**src/rtl/icache_mshr.sv**
```systemverilog
// Miss-status holding register between the instruction cache and memory: tracks
// outstanding line misses, merges duplicates, issues reads and delivers registered fills.
module icache_mshr #(
    parameter int NUM_ENTRIES      = 4,
    parameter int ADDR_WIDTH       = 32,
    parameter int LINE_OFFSET_BITS = 3,
    parameter int TAG_WIDTH        = 4,
    parameter int BLOCK_BITS       = 64,
    localparam int CNT_W           = $clog2(NUM_ENTRIES + 1),
    localparam int LINE_W          = ADDR_WIDTH - LINE_OFFSET_BITS
) (
    input  logic                  clock,
    input  logic                  reset,
    input  logic                  miss_valid,
    input  logic [ADDR_WIDTH-1:0] miss_addr,
    output logic                  miss_ready,
    output logic                  miss_merged,
    input  logic                  flush,
    output logic                  mem_req_valid,
    output logic [ADDR_WIDTH-1:0] mem_req_addr,
    input  logic                  mem_req_accepted,
    input  logic [TAG_WIDTH-1:0]  mem_transaction_tag,
    input  logic [BLOCK_BITS-1:0] mem_data,
    input  logic [TAG_WIDTH-1:0]  mem_data_tag,
    output logic                  fill_valid,
    output logic [ADDR_WIDTH-1:0] fill_addr,
    output logic [BLOCK_BITS-1:0] fill_data,
    output logic [CNT_W-1:0]      outstanding,
    output logic                  full
);

    typedef enum logic [1:0] {
        FREE      = 2'd0,
        PENDING   = 2'd1,
        WAIT_DATA = 2'd2
    } state_e;

    state_e                state_q [NUM_ENTRIES];
    state_e                state_d [NUM_ENTRIES];
    logic [LINE_W-1:0]     line_q  [NUM_ENTRIES];
    logic [LINE_W-1:0]     line_d  [NUM_ENTRIES];
    logic [TAG_WIDTH-1:0]  tag_q   [NUM_ENTRIES];
    logic [TAG_WIDTH-1:0]  tag_d   [NUM_ENTRIES];

    logic [CNT_W-1:0]      outstanding_q, outstanding_d;
    logic                  fill_valid_q, fill_valid_d;
    logic [ADDR_WIDTH-1:0] fill_addr_q, fill_addr_d;
    logic [BLOCK_BITS-1:0] fill_data_q, fill_data_d;

    logic [LINE_W-1:0]      miss_line;
    logic [LINE_W-1:0]      iss_line, ret_line;
    logic [NUM_ENTRIES-1:0] alloc_oh, iss_oh, ret_oh;
    logic                   hit, any_free, any_pend, do_alloc, issue_taken;
    logic                   unused_offset;

    assign miss_line     = miss_addr[ADDR_WIDTH-1:LINE_OFFSET_BITS];
    assign unused_offset = ^miss_addr[LINE_OFFSET_BITS-1:0];

    // Scan entries: address match, lowest FREE, lowest PENDING and returning-tag match.
    always_comb begin
        hit      = 1'b0;
        any_free = 1'b0;
        any_pend = 1'b0;
        alloc_oh = '0;
        iss_oh   = '0;
        ret_oh   = '0;
        iss_line = '0;
        ret_line = '0;
        for (int i = 0; i < NUM_ENTRIES; i++) begin
            if (state_q[i] != FREE && line_q[i] == miss_line) hit = 1'b1;
            if (state_q[i] == FREE && !any_free) begin
                alloc_oh[i] = 1'b1;
                any_free    = 1'b1;
            end
            if (state_q[i] == PENDING && !any_pend) begin
                iss_oh[i] = 1'b1;
                any_pend  = 1'b1;
                iss_line  = line_q[i];
            end
            if (state_q[i] == WAIT_DATA && mem_data_tag != '0 && tag_q[i] == mem_data_tag) begin
                ret_oh[i] = 1'b1;
                ret_line  = line_q[i];
            end
        end
    end

    // A flush cycle neither accepts nor merges misses and suppresses the issue.
    assign miss_merged   = miss_valid & hit & ~flush;
    assign miss_ready    = ~flush & ((miss_valid & hit) | any_free);
    assign do_alloc      = miss_valid & ~hit & any_free & ~flush;
    assign mem_req_valid = any_pend & ~flush;
    assign mem_req_addr  = {iss_line, {LINE_OFFSET_BITS{1'b0}}};
    assign issue_taken   = mem_req_valid & mem_req_accepted & (mem_transaction_tag != '0);

    always_comb begin
        outstanding_d = '0;
        for (int i = 0; i < NUM_ENTRIES; i++) begin
            state_d[i] = state_q[i];
            line_d[i]  = line_q[i];
            tag_d[i]   = tag_q[i];
            if (flush && state_q[i] == PENDING) state_d[i] = FREE;
            if (iss_oh[i] && issue_taken) begin
                state_d[i] = WAIT_DATA;
                tag_d[i]   = mem_transaction_tag;
            end
            if (ret_oh[i]) state_d[i] = FREE;
            if (alloc_oh[i] && do_alloc) begin
                state_d[i] = PENDING;
                line_d[i]  = miss_line;
            end
            if (state_d[i] != FREE) outstanding_d = outstanding_d + CNT_W'(1);
        end
        fill_valid_d = |ret_oh;
        fill_addr_d  = fill_addr_q;
        fill_data_d  = fill_data_q;
        if (|ret_oh) begin
            fill_addr_d = {ret_line, {LINE_OFFSET_BITS{1'b0}}};
            fill_data_d = mem_data;
        end
    end

    always_ff @(posedge clock or negedge reset) begin
        if (!reset) begin
            for (int i = 0; i < NUM_ENTRIES; i++) state_q[i] <= FREE;
            outstanding_q <= '0;
            fill_valid_q  <= 1'b0;
            fill_addr_q   <= '0;
            fill_data_q   <= '0;
        end else begin
            for (int i = 0; i < NUM_ENTRIES; i++) state_q[i] <= state_d[i];
            outstanding_q <= outstanding_d;
            fill_valid_q  <= fill_valid_d;
            fill_addr_q   <= fill_addr_d;
            fill_data_q   <= fill_data_d;
        end
    end

    // Line address and tag are only meaningful while the entry is non-FREE.
    always_ff @(posedge clock) begin
        for (int i = 0; i < NUM_ENTRIES; i++) begin
            line_q[i] <= line_d[i];
            tag_q[i]  <= tag_d[i];
        end
    end

    assign outstanding = outstanding_q;
    assign full        = (outstanding_q == CNT_W'(NUM_ENTRIES));
    assign fill_valid  = fill_valid_q;
    assign fill_addr   = fill_addr_q;
    assign fill_data   = fill_data_q;

endmodule

```
**config.mk**
```make
export PLATFORM = sky130hd
export DESIGN_NAME = icache_mshr
export DESIGN_NICKNAME = d
export VERILOG_FILES = /design/src/rtl/icache_mshr.sv
export SDC_FILE = /design/constraint.sdc
export NUM_CORES = 1
export LEC_CHECK = 0
export CORE_MARGIN = 8
export CORE_UTILIZATION = 44
export DETAILED_ROUTE_END_ITERATION = 12
export GPL_TIMING_DRIVEN = 1
export MAX_ROUTING_LAYER = met4
export PLACE_DENSITY = 0.69
export SYNTH_ARGS = -nofsm -noshare
export SYNTH_HDL_FRONTEND = slang
export SYNTH_SLANG_ARGS = --single-unit
```
**constraint.sdc**
```tcl
create_clock -name clock -period 4 [get_ports clock]
set_input_delay 0.6 -clock clock [delete_from_list [all_inputs] [get_ports clock]]
set_output_delay 0.6 -clock clock [all_outputs]
set_load 0.05 [all_outputs]
```
==> flow_metrics.tcl <==
set metrics [dict create \
    grt_pass1_vias 8711 \
    rows 58 \
    powerDensity_nw_per_um2 788.8 \
    synth_cells 886 \
    synth.cell_area_um2 11150 \
    place_hpwl_um 25270 \
    vdd_drop_max_v 0.0005539 \
    critPathMaxStageDelay_ns 0.87 \
    grt_pass1_wl_um 53310 \
    yosysTopAreaCell "edfxtp_1" \
    critPathSlowestCell "clkdlybuf4s50_1" \
    skew_ns 0.01814 \
    cp-start-kind "flop" \
    ant_nets 0 \
    use_met1_pct 29.24 \
    clk_pin_slew_ns 0.06 \
    power.leakage_uw 0.005722 \
    tightest_slew_ns 0.6540 \
    core_area_um2 25040 \
    hold_ws_ns 0.1019 \
    dieWidth_um 175.2 \
    synthTopCellsByArea "edfxtp_1 36%, dfrtp_1 24%, xor2_1 7.8%, mux2_2 6.6%, nor2_1 3.2%" \
    hold_viol 0 \
    fin_cells 1537 \
    status "finished clean" \
    cts_setup_buffers 0 \
    use_met3_pct 4.144 \
    path_max_fanout 28 \
    via_count 8708 \
    numPortBuffers 235 \
    min_path_type "primary input to asynchronous set/reset pin" \
    regArea_um2 6591 \
    grt_antenna_before_repair 3 \
    clk_path_buf_depth 3 \
    drive_gt1_share_pct 18.77 \
    drt_pass1_iterations 8 \
    path_cells "nor2b_2 -> buf_4 -> a222oi_1 -> a21oi_1 -> clkdlybuf4s50_1" \
    cts.sinks 237 \
    synth.distinct_cells 55 \
    fin_nets 1299 \
    gr-total-overflow 0 \
    cts_buffers 26 \
    worst_slack_ns 0.1654 \
    clk_latency_ns 0.54 \
    tritoncts "done" \
    synth_warnings 0 \
    place_worst_setup_slack_ns -0.3654 \
    gp_congestion 0.8943 \
    ys.flop_type "edfxtp_1" \
    fmax_mhz 260.8 \
    grt_usage_pct 23.03 \
    drv_cap 0 \
    synth_edf_count 132 \
    synthArstFlopShare_pct 44.30 \
    rsz0062_at_grt "no" \
    end_kind "primary output" \
    num_io_pins 245 \
    min_period_over_period_pct 95.87 \
    total_power_uw 12050 \
    crit_arrival_ns 3.23 \
    final.min_clock_period_ns 3.835 \
    setup_viol 0 \
    ys_seq_area_share_pct 59.10 \
    die_area_um2 30700 \
    cts-root-buf "clkbuf_16" \
    multi_input_area_um2 4348 \
    critPathKind "flop to primary output" \
    slew_viol_final 0 \
    drt-initial-drc-count 1080 \
    die_y_um 175.2 \
    ctsHtreeMaxLevel 1 \
    maxSlewHeadroom_pct 56.40 \
    yosys_register_bits 237 \
    drc_errors 0 \
    avgSynthCellArea_um2 12.59 \
    dp_cells 1489 \
    via_per_inst 5.666 \
    grt_max_degree 59 \
    top_usage_layer "met2" \
    routedWlPerCell_um 23.16 \
    required_ns 3.40 \
    finalSetupTns_ns 0 \
    synth_top_area_share_pct 35.54 \
    fillCellCount 1974 \
    grt.met2_usage_pct 36.90 \
    initial_core_util_pct 44.54 \
    syn2layout_area_growth_pct 36.98 \
    drt_wl_total_um 35600 \
]
-- metal layers --
layer	share of wire (%)	routed length, um
met5	0	0
met4	3.0	1082
met3	8.6	3071
met2	48	16910
met1	41	14530
-- final timing paths --
path                                     from               to  slack, ns  depth (start not counted)
worst max register to register  line_q[2][10]   outstanding[1]       0.40                         13
worst min register to register  fill_data[45]    fill_data[45]       0.50                          1
worst min-delay path                    reset    fill_data[20]       0.10                          1
min in group clock              fill_data[45]    fill_data[45]       0.50                          1
worst max-delay path               state_q[6]  mem_req_addr[3]       0.17                          5
max in group asynchronous               reset   outstanding[2]       3.15                          2
-- worst max-delay path, delay by kind of cell (launching register included) --
kind | cells | cell delay, ns
buf+inv | 2 | 1.34
compound gates | 2 | 0.52
simple gates | 1 | 0.42
flops | 1 | 0.41
-- power breakdown --
part           internal (uW)  total [uW]  switching (uW)  leakage [uW]
registers               3280        3700             423       0.00247
clock network           1420        2350             932      0.000404
logic                   2100        6000            3900       0.00285
-- synth_stat cells, types with 2 or more instances --
cell	count
a221oi_1	19
or2_1	2
nand2b_1	7
nand3b_1	3
a221oi_2	10
o21ai_0	5
edfxtp_1	132
mux2_2	65
nand4_1	13
nand2_1	63
ha_1	3
xor2_1	99
a21oi_1	19
buf_6	2
a31oi_1	30
a31o_2	2
clkbuf_1	28
buf_2	17
nor2b_1	3
nor4_1	25
a222oi_1	29
dfrtp_1	105
and2_1	2
or3_1	29
xnor2_1	32
inv_1	4
nand3_1	3
nor3_1	8
nor2_1	95
and3b_1	2
buf_4	6
-- cells by family after synthesis --
family,count (synthesis),synth area share (%)
compound gates,124,9.324
xor+xnor,131,10.29
fa+ha+maj,3,0.3366
buf+inv,60,2.648
flops,237,59.10
mux,66,6.653
other cells,1,0.03363
simple gates,264,11.61
-- cell type report --
type,instances,area share [%]
Inverter,5,0.1229
Clock inverter,4,0.4833
Antenna cell,3,0.04914
Multi-Input combinational cell,594,28.46
Tap cell,330,2.703
Clock buffer,41,4.964
Timing Repair Buffer,323,20.07
Sequential cell,237,43.15
-- state kept, by name (all words and copies together), names as in the netlist --
name,flops
fill_addr,29
tag_q,16
line_q,116
fill_valid,1
outstanding,3
fill_data,64
state_q,8
-- through the flow --
step                util, %  area (um2)
floorplan                 -       11170
global placement      57.57       14410
detailed placement    57.57       14410
CTS                   60.89       15250
global route          61.01       15280
finish                61.01       15280
-- layout by cell type (no fill, tap or decap), types with 19 or more instances in the layout --
cell               n
a21oi_1           19
edfxtp_1         132
nor2_1            94
xor2_1            99
clkdlybuf4s50_1  224
nand2_1           63
dfrtp_1          105
or3_1             29
clkbuf_16         27
a221oi_1          19
mux2_2            65
a222oi_1          29
a31oi_1           30
xnor2_1           31
nor4_1            22
buf_4             92
-- timing repair --
action | in CTS | in global routing
hold buffers | 0 | 0
resized for setup | 0 | 4
setup endpoints to repair | 0 | 1
No activity file was read; power rests on OpenSTA's default activity.
